File: src/rtl/conv_pkg.sv
// Shared types and constants for the convolution dot-product engine.
// Build option CONV_DOT_ENGINE_SIGNED_EN (consumed by the engine files) selects signed arithmetic.
package conv_pkg;

  localparam int DEF_DATA_W = 8;
  localparam int DEF_TAPS   = 36;
  localparam int DEF_LANES  = 6;

  typedef enum logic [1:0] {
    ST_LOAD    = 2'd0,
    ST_COMPUTE = 2'd1,
    ST_DRAIN   = 2'd2,
    ST_OUT     = 2'd3
  } state_e;

  // Full-precision dot-product width: product width plus growth for TAPS terms.
  function automatic int sum_width(input int data_w, input int taps);
    return 2 * data_w + $clog2(taps);
  endfunction

endpackage

File: src/rtl/conv_lane_mac.sv
// LANES parallel multipliers with a registered product stage and a combinational lane adder.
// CONV_DOT_ENGINE_SIGNED_EN selects two's-complement operands and sign extension.
module conv_lane_mac
  import conv_pkg::*;
#(
  parameter int DATA_W = DEF_DATA_W,
  parameter int LANES  = DEF_LANES,
  localparam int PROD_W = 2 * DATA_W,
  localparam int LSUM_W = PROD_W + $clog2(LANES)
) (
  input  logic                      clk,
  input  logic                      en_i,
  input  logic [LANES*DATA_W-1:0]   a_i,
  input  logic [LANES*DATA_W-1:0]   b_i,
  output logic [LSUM_W-1:0]         sum_o
);

  logic [PROD_W-1:0] prod_q [LANES];

  function automatic logic [PROD_W-1:0] mul(input logic [DATA_W-1:0] a, input logic [DATA_W-1:0] b);
`ifdef CONV_DOT_ENGINE_SIGNED_EN
    logic signed [PROD_W-1:0] sa;
    logic signed [PROD_W-1:0] sb;
    sa = PROD_W'($signed(a));
    sb = PROD_W'($signed(b));
    return sa * sb;
`else
    logic [PROD_W-1:0] ua;
    logic [PROD_W-1:0] ub;
    ua = PROD_W'(a);
    ub = PROD_W'(b);
    return ua * ub;
`endif
  endfunction

  function automatic logic [LSUM_W-1:0] ext(input logic [PROD_W-1:0] p);
`ifdef CONV_DOT_ENGINE_SIGNED_EN
    return LSUM_W'($signed(p));
`else
    return LSUM_W'(p);
`endif
  endfunction

  // Product stage: operands and products are data only, so no reset.
  always_ff @(posedge clk) begin
    if (en_i) begin
      for (int k = 0; k < LANES; k++) begin
        prod_q[k] <= mul(a_i[k*DATA_W +: DATA_W], b_i[k*DATA_W +: DATA_W]);
      end
    end
  end

  // Lane adder over the registered products.
  always_comb begin
    sum_o = '0;
    for (int k = 0; k < LANES; k++) begin
      sum_o = sum_o + ext(prod_q[k]);
    end
  end

endmodule

File: src/rtl/conv_dot_engine.sv
// Window-buffered dot-product engine: LOAD -> COMPUTE -> DRAIN -> OUT with held valid/ready result.
// Define CONV_DOT_ENGINE_SIGNED_EN for two's-complement operands and a sign-extended result.
module conv_dot_engine
  import conv_pkg::*;
#(
  parameter int DATA_W = DEF_DATA_W,
  parameter int TAPS   = DEF_TAPS,
  parameter int LANES  = DEF_LANES,
  parameter int SUM_W  = sum_width(DATA_W, TAPS)
) (
  input  logic              clk,
  input  logic              rst,
  input  logic              in_valid,
  output logic              in_ready,
  input  logic [DATA_W-1:0] image,
  input  logic [DATA_W-1:0] pattern,
  output logic              out_valid,
  input  logic              out_ready,
  output logic [SUM_W-1:0]  conv_sum,
  output logic              busy
);

  localparam int G      = TAPS / LANES;
  localparam int CW     = $clog2(TAPS);
  localparam int GW     = (G > 1) ? $clog2(G) : 1;
  localparam int LSUM_W = 2 * DATA_W + $clog2(LANES);

  state_e            state_q, state_d;
  logic [CW-1:0]     count_q, count_d;
  logic [GW-1:0]     grp_q, grp_d;
  logic [SUM_W-1:0]  acc_q, acc_d;
  logic [SUM_W-1:0]  conv_sum_q, conv_sum_d;
  logic              out_valid_q, out_valid_d;
  logic              in_ready_q, in_ready_d;
  logic              busy_q, busy_d;

  logic [DATA_W-1:0] ibuf_q [TAPS];
  logic [DATA_W-1:0] pbuf_q [TAPS];

  logic                    accept_s;
  logic [LANES*DATA_W-1:0] lane_a_s, lane_b_s;
  logic [LSUM_W-1:0]       lane_sum_s;

  function automatic logic [SUM_W-1:0] ext_sum(input logic [LSUM_W-1:0] s);
`ifdef CONV_DOT_ENGINE_SIGNED_EN
    return SUM_W'($signed(s));
`else
    return SUM_W'(s);
`endif
  endfunction

  assign accept_s = in_valid && (state_q == ST_LOAD);

  // Window buffers, written in arrival order.
  always_ff @(posedge clk) begin
    if (accept_s) begin
      ibuf_q[count_q] <= image;
      pbuf_q[count_q] <= pattern;
    end
  end

  // Select the current group of LANES taps for the multipliers.
  always_comb begin
    lane_a_s = '0;
    lane_b_s = '0;
    for (int k = 0; k < LANES; k++) begin
      lane_a_s[k*DATA_W +: DATA_W] = ibuf_q[int'(grp_q) * LANES + k];
      lane_b_s[k*DATA_W +: DATA_W] = pbuf_q[int'(grp_q) * LANES + k];
    end
  end

  conv_lane_mac #(
    .DATA_W (DATA_W),
    .LANES  (LANES)
  ) u_mac (
    .clk   (clk),
    .en_i  (state_q == ST_COMPUTE),
    .a_i   (lane_a_s),
    .b_i   (lane_b_s),
    .sum_o (lane_sum_s)
  );

  // Next-state and output-register logic; products land one cycle after their group is issued.
  always_comb begin
    state_d     = state_q;
    count_d     = count_q;
    grp_d       = grp_q;
    acc_d       = acc_q;
    conv_sum_d  = conv_sum_q;
    out_valid_d = out_valid_q;
    case (state_q)
      ST_LOAD: begin
        if (in_valid) begin
          if (count_q == CW'(TAPS - 1)) begin
            state_d = ST_COMPUTE;
            count_d = CW'(0);
            grp_d   = GW'(0);
            acc_d   = '0;
          end else begin
            count_d = count_q + CW'(1);
          end
        end else begin
          count_d = count_q;
        end
      end
      ST_COMPUTE: begin
        if (grp_q != GW'(0)) begin
          acc_d = acc_q + ext_sum(lane_sum_s);
        end else begin
          acc_d = acc_q;
        end
        if (grp_q == GW'(G - 1)) begin
          state_d = ST_DRAIN;
          grp_d   = GW'(0);
        end else begin
          grp_d = grp_q + GW'(1);
        end
      end
      ST_DRAIN: begin
        acc_d   = acc_q + ext_sum(lane_sum_s);
        state_d = ST_OUT;
      end
      ST_OUT: begin
        if (!out_valid_q) begin
          out_valid_d = 1'b1;
          conv_sum_d  = acc_q;
        end else if (out_ready) begin
          out_valid_d = 1'b0;
          state_d     = ST_LOAD;
          acc_d       = '0;
        end else begin
          out_valid_d = 1'b1;
        end
      end
      default: begin
        state_d     = ST_LOAD;
        count_d     = CW'(0);
        grp_d       = GW'(0);
        out_valid_d = 1'b0;
      end
    endcase
    in_ready_d = (state_d == ST_LOAD);
    busy_d     = !((state_d == ST_LOAD) && (count_d == CW'(0)));
  end

  // Control and output registers.
  always_ff @(posedge clk or posedge rst) begin
    if (rst) begin
      state_q     <= ST_LOAD;
      count_q     <= CW'(0);
      grp_q       <= GW'(0);
      acc_q       <= '0;
      conv_sum_q  <= '0;
      out_valid_q <= 1'b0;
      in_ready_q  <= 1'b1;
      busy_q      <= 1'b0;
    end else begin
      state_q     <= state_d;
      count_q     <= count_d;
      grp_q       <= grp_d;
      acc_q       <= acc_d;
      conv_sum_q  <= conv_sum_d;
      out_valid_q <= out_valid_d;
      in_ready_q  <= in_ready_d;
      busy_q      <= busy_d;
    end
  end

  assign in_ready  = in_ready_q;
  assign out_valid = out_valid_q;
  assign conv_sum  = conv_sum_q;
  assign busy      = busy_q;

endmodule
File: config.mk
export PLATFORM = sky130hd
export DESIGN_NAME = conv_dot_engine
export DESIGN_NICKNAME = d
export VERILOG_FILES = /design/src/rtl/conv_pkg.sv /design/src/rtl/conv_lane_mac.sv /design/src/rtl/conv_dot_engine.sv
export SDC_FILE = /design/constraint.sdc
export NUM_CORES = 2
export LEC_CHECK = 0
export BUFFER_PORTS_ARGS = -buffer_cell sky130_fd_sc_hd__buf_2
export CORE_MARGIN = 2
export CORE_UTILIZATION = 56
export CTS_CLUSTER_DIAMETER = 120
export DETAILED_ROUTE_END_ITERATION = 16
export PLACE_DENSITY = 0.72
export SLEW_MARGIN = 10
export SYNTH_ARGS = -nofsm -noshare
export SYNTH_HDL_FRONTEND = slang
export SYNTH_SLANG_ARGS = --single-unit
File: constraint.sdc
create_clock -name clk -period 8.2 [get_ports clk]
set_input_delay 2.46 -clock clk [delete_from_list [all_inputs] [get_ports clk]]
set_output_delay 2.46 -clock clk [all_outputs]
set_load 0.01 [all_outputs]
Word-level counts from Yosys, hierarchy flattened. Memory sizes are Yosys's and may differ from the RTL's. Index checks and enable logic that the tools add are counted.

Add/subtract/negate cells: 13. Multipliers: 7. Eq/ne operators: 10. Muxes and demuxes: 25. Bitwise gates (word level): 1. Reduce and logical (&&, ||, !) cells: 11.

Operators by type and width (number): 22-bit 2-to-1 mux (5); 8-bit by 8-bit multiplier with 16-bit output (6); 22-bit case mux with 4 select lines (1); 19-bit by 16-bit adder with 19-bit output (4); 22-bit by 19-bit adder with 22-bit output (1); 6-bit by 3-bit adder with 6-bit output (second input constant) (3); 6-bit 2-to-1 mux (3); 16-bit by 16-bit adder with 17-bit output (1); 2-bit 2-to-1 mux (5); 3-bit 2-to-1 mux (3); 2-bit inequality test (second input constant) (4); 2-bit case mux with 4 select lines (1); 6-bit by 1-bit adder with 6-bit output (second input constant) (1); 6-bit by 2-bit adder with 6-bit output (second input constant) (1); 6-bit by 4-bit adder with 6-bit output (second input constant) (1); 6-bit equality test (second input constant) (1); 6-bit zero test (1); 1-bit 2-to-1 mux (6); 3-bit case mux with 2 select lines (1); 3-bit by 2-bit multiplier with 5-bit output (second input constant) (1); 5-bit AND reduction (1); 2-bit equality test (second input constant) (2); 2-bit zero test (2); 3-bit by 1-bit adder with 3-bit output (second input constant) (1); 10 further kinds (11).

Flip-flop bits (word level): 58. RAM bits: 672. Input port bits: 20. Output and inout bits: 25. Word-level logic and storage cells: 78. Memories kept: 3.

Memories: ibuf_q (depth 36, bits a word 8, read ports 6, clocked after Yosys merged registers in 0, wr ports 1, RTL line conv_dot_engine.sv:37) `logic [DATA_W-1:0] ibuf_q [TAPS];`; pbuf_q (depth 36, bits a word 8, read ports 6, clocked after Yosys merged registers in 0, wr ports 1, RTL line conv_dot_engine.sv:38) `logic [DATA_W-1:0] pbuf_q [TAPS];`; u_mac.prod_q (depth 6, bits a word 16, read ports 6, clocked after Yosys merged registers in 0, wr ports 6, RTL line conv_lane_mac.sv:18) `logic [PROD_W-1:0] prod_q [LANES];`.

Depth between registers and ports, before layout. An unclocked memory read counts as a cell.

Depth in word-level cells: 9. Depth in mapped cells: 34.

Cells and area by module. From an unflattened synthesis, not the netlist that was laid out.

Cells, all modules: 3711. Area, all modules: 51887.3 um^2.

By module, submodules not included: conv_dot_engine (times used 1, cells an instance 1889, area an instance 34107.7 um^2); conv_lane_mac (times used 1, cells an instance 1822, area an instance 17779.6 um^2).

Worst setup path before layout. OpenSTA, ideal clock, no wires.

Path type: reg2reg. Start point: register grp_q[0]. End point: memory u_mac.prod_q[0][15] in the netlist's numbering, data pin. Arrival time: 7.034 ns. Data required time: 7.932 ns. Slack: 0.898 ns. Cell stages (with the launch flop): 33. Buffers on the path: 11. Clock period less this slack: 7.302 ns. Cells stage by stage: dfrtp_1 -> buf_6 -> buf_6 -> buf_6 -> buf_4 -> buf_4 -> buf_4 -> inv_1 -> ha_1 -> buf_4 -> buf_6 -> buf_6 -> buf_6 -> buf_6 -> mux4_2 -> a22oi_1 -> nand3_1 -> o21ai_1 -> nor2_1 -> fa_1 -> inv_1 -> fa_1 -> inv_1 -> fa_1 -> inv_1 -> fa_1 -> inv_1 -> ha_1 -> a21boi_1 -> o41a_1 -> a41o_1 -> o41ai_1 -> xnor2_1.

RTL lines: start: declaration (RTL line conv_dot_engine.sv:30) `logic [GW-1:0] grp_q, grp_d;`; start signal: assignment (RTL line conv_dot_engine.sv:160) `grp_q <= grp_d;`; end: declaration (RTL line conv_lane_mac.sv:18).

==> results.toml <==
[global_routing]
grt_max_degree = 133
grt_overflow_total = 0
grt_usage_pct = 27.84
grt_first_pass_wirelength_mm = 197.7
grt_pass1_vias = 32870
grt_antenna_before_repair = 3

[outcome]
status = "finished, final reports clean"

[place]
portBuffers = 44
place.gp.congestion = 0.9041
dp_hpwl_mm = 91.30
post_dp_cell_area_um2 = 53700

[clocking]
htreeDepth = 3
numCtsBuffers = 82
path_clk_slew_ns = 0.06
cts_hold_buf = 0
clk_path_buf_depth = 3
cts_root_buf = "clkbuf_16"
cts_num_sinks = 730
cts_setup_buffers = 0
clk_latency_ns = 0.67
tritoncts = "yes"
cts_resized = 0

[final_layout]
final_area_um2 = 56300
area_growth_pct = 8.249
fillCellCount = 6985
finalCoreUtilization_pct = 61.33
nNetsFinal = 4601
drive_gt1_share_pct = 18.04

[sta]
rsz0062_at_grt = "no"
fin_setup_tns_ns = 0
report.final.setup_viol = 0
fmax_mhz = 128.5
post-route-period-util_pct = 94.91
slew_viol_final = 0
maxSlewHeadroom_pct = 30.41
finClkSkew_ns = 0.02439
hold_viol_final = 0
period_needed_ns = 7.783
worst_slew_pin_slew_ns = 1.033

[critical_path]
startpoint = "grp_q[0]"
r2r_slack_ns = 0.42
reg2reg_from = "grp_q[0]"
cp.required_ns = 8.61
endpoint_kind = "flop"
r2r-end = "u_mac.prod_q[1][15]"
endpoint = "u_mac.prod_q[1][15]"
crit_fanout = 32
worstPathArrival_ns = 8.19
worst_r2r_path_depth = 23
start_kind = "flop"
critPathKind = "flop to flop"

[worst_hold_path]
hp-class = "flop to flop"

[routing]
dr.pass1.iters = 6
drtIter0Drc = 3429
wire_per_inst_um = 24.53
drtAntennaViolNets = 0
dr_total_vias = 33230
viasPerCell = 6.226
drc = 0
routed_wl_mm = 130.9

[synth]
yosysWarnings = 0
synth_area_um2 = 52010
syn_inst = 3972
synthArstFlopShare_pct = 7.945
syn-mean-instance-area_um2 = 13.09
synthesis.nets = 4545
synth_edf_count = 672
synth-seq-cells = 730
yosysSeqAreaShare_pct = 41.59
ys.flop_type = "edfxtp_1"
yosysUniqueCellTypes = 79

[die]
die-height_um = 308.8
die_area_um2 = 95330
coreArea_um2 = 91800
pin_count = 45
row_count = 111
die_w_um = 308.8
initial_core_util_pct = 56.66

[flow_run]
maxCapViolCount = 0
state kept, by name, indices dropped and copies added (netlist names):
register,count
acc_q,22
busy,1
conv_sum,22
count_q,6
grp_q,3
ibuf_q,288
in_ready,1
out_valid,1
pbuf_q,288
state_q,2
u_mac.prod_q,96
synth_stat cells (all sizes together) (4+ instances only):
cell    instances  share of area [%]
a211oi         47               0.68
a21boi          5              0.072
a21o           25               0.36
a21oi         114                1.2
a221oi         63                1.1
a22oi          31               0.45
a311o           4              0.077
a31oi          15               0.26
and2           14               0.17
and3           17               0.20
buf           118                1.8
clkbuf         47               0.36
dfrtp          57                2.7
edfxtp        672                 39
fa            267                 10
ha            286                6.9
inv           447                3.2
mux2           79                1.7
mux2i         283                5.8
mux4          284                 12
nand2         185                1.3
nand2b         74               0.89
nand3          47               0.45
nor2          299                2.2
nor2b          75               0.90
nor3           13               0.13
nor4            7              0.084
o211ai          5              0.072
o21a           19               0.27
o21ai         129                1.3
o21bai          7               0.10
o31ai          17               0.25
o41a            4              0.087
o41ai           9               0.15
or2            39               0.47
or3             9               0.11
xnor2         100                1.7
xor2           22               0.42
cell families (layout without fill, tap and decap cells):
group                      count (synthesis)  count (layout)  synth area share, %
xor gates and xnor gates                 122             122                2.155
DFF                                      730             730                41.59
and+or+nand+nor                          790             790                7.065
buffers and inverters                    612             732                5.389
muxes                                    646             646                19.80
other                                      0               2                    0
adders and majority gates                553             553                17.16
AOI/OAI and AO/OA                        519             519                6.846
critical path: stages (launching register included):
cell and delay, ns:
dfrtp_4 0.51, ha_1 0.30, fa_2 0.88, nor2b_4 0.54
buf_12 0.28, a221oi_1 0.16, a22oi_1 0.23, nand3_1 0.23
o21ai_0 0.47, inv_1 0.19, and2_1 0.23, fa_1 0.50
inv_1 0.05, fa_1 0.44, fa_1 0.50, fa_1 0.49
inv_1 0.04, ha_1 0.31, or2_2 0.32, a21oi_1 0.15
a21oi_1 0.07, a211oi_1 0.33, a21oi_1 0.14, xnor2_1 0.14
worst min-delay path by stage:
| stage | from | to | cells after the start |
|---|---|---|---|
| 2_1_floorplan | acc_q[2] | acc_q[2] | 2 |
| 3_3_place_gp | conv_sum[1] | conv_sum[1] | 1 |
| 3_5_place_dp | conv_sum[21] | conv_sum[21] | 1 |
| 4_1_cts | conv_sum[10] | conv_sum[10] | 1 |
| 5_1_grt | conv_sum[3] | conv_sum[3] | 1 |
| 6_report | conv_sum[4] | conv_sum[4] | 1 |
layout by cell type, fill, tap and decap left out, drive strengths merged, types with 5 or more instances in the layout:
cell type,synthesis,final
mux2,79,79
fa,267,267
nor4,7,7
nand2b,74,74
or2,39,39
nor2,299,299
o21a,19,19
o21ai,129,129
clkbuf,47,103
a21oi,114,114
and3,17,17
o21bai,7,7
a211oi,47,47
a21boi,5,5
nor2b,75,75
a221oi,63,63
a21o,25,25
mux4,284,284
xnor2,100,100
inv,447,450
and2,14,14
a31oi,15,15
ha,286,286
nand2,185,185
o211ai,5,5
mux2i,283,283
edfxtp,672,672
or3,9,9
dfrtp,57,57
o31ai,17,17
a22oi,31,31
buf,118,136
nor3,13,13
clkinvlp,0,7
o41ai,9,9
nand3,47,47
xor2,22,22
clkinv,0,32
cell type report:
cell class                 instances  area [µm²]  share of cell area, %
clock inverter                    46       370.4                 0.6578
sequential                       730       21640                  38.43
inverter                         447        1678                  2.980
antenna                            2       5.005               0.008889
tap                             1243        1555                  2.762
multi-input combinational       2630       27760                  49.31
timing repair buffer             137        1114                  1.978
clock buffer                     102        2180                  3.871
layer usage:
metal  up-vias  wire length (µm)  global-route usage, %
li1      14730                 -                      -
met1     16720             51910                  37.10
met2      1509             62420                  45.27
met3       260             11690                  5.632
met4         2              4902                  10.82
met5         -                13                      0
metrics by stage:
stage                     worst slack, ns  cells  hold WS [ns]
after global placement             0.7001   5186        0.4850
final                              0.4173   5337        0.4975
after global routing            0.0003970   5335        0.5170
after detailed placement           0.5007   5186        0.4894
after floorplan                    0.8981   3972        0.4663
after CTS                          0.4885   5334        0.5037
Power is left out: the tool's default activity adds up to more than one toggle a clock period on the data nets, which glitch-free logic cannot reach.
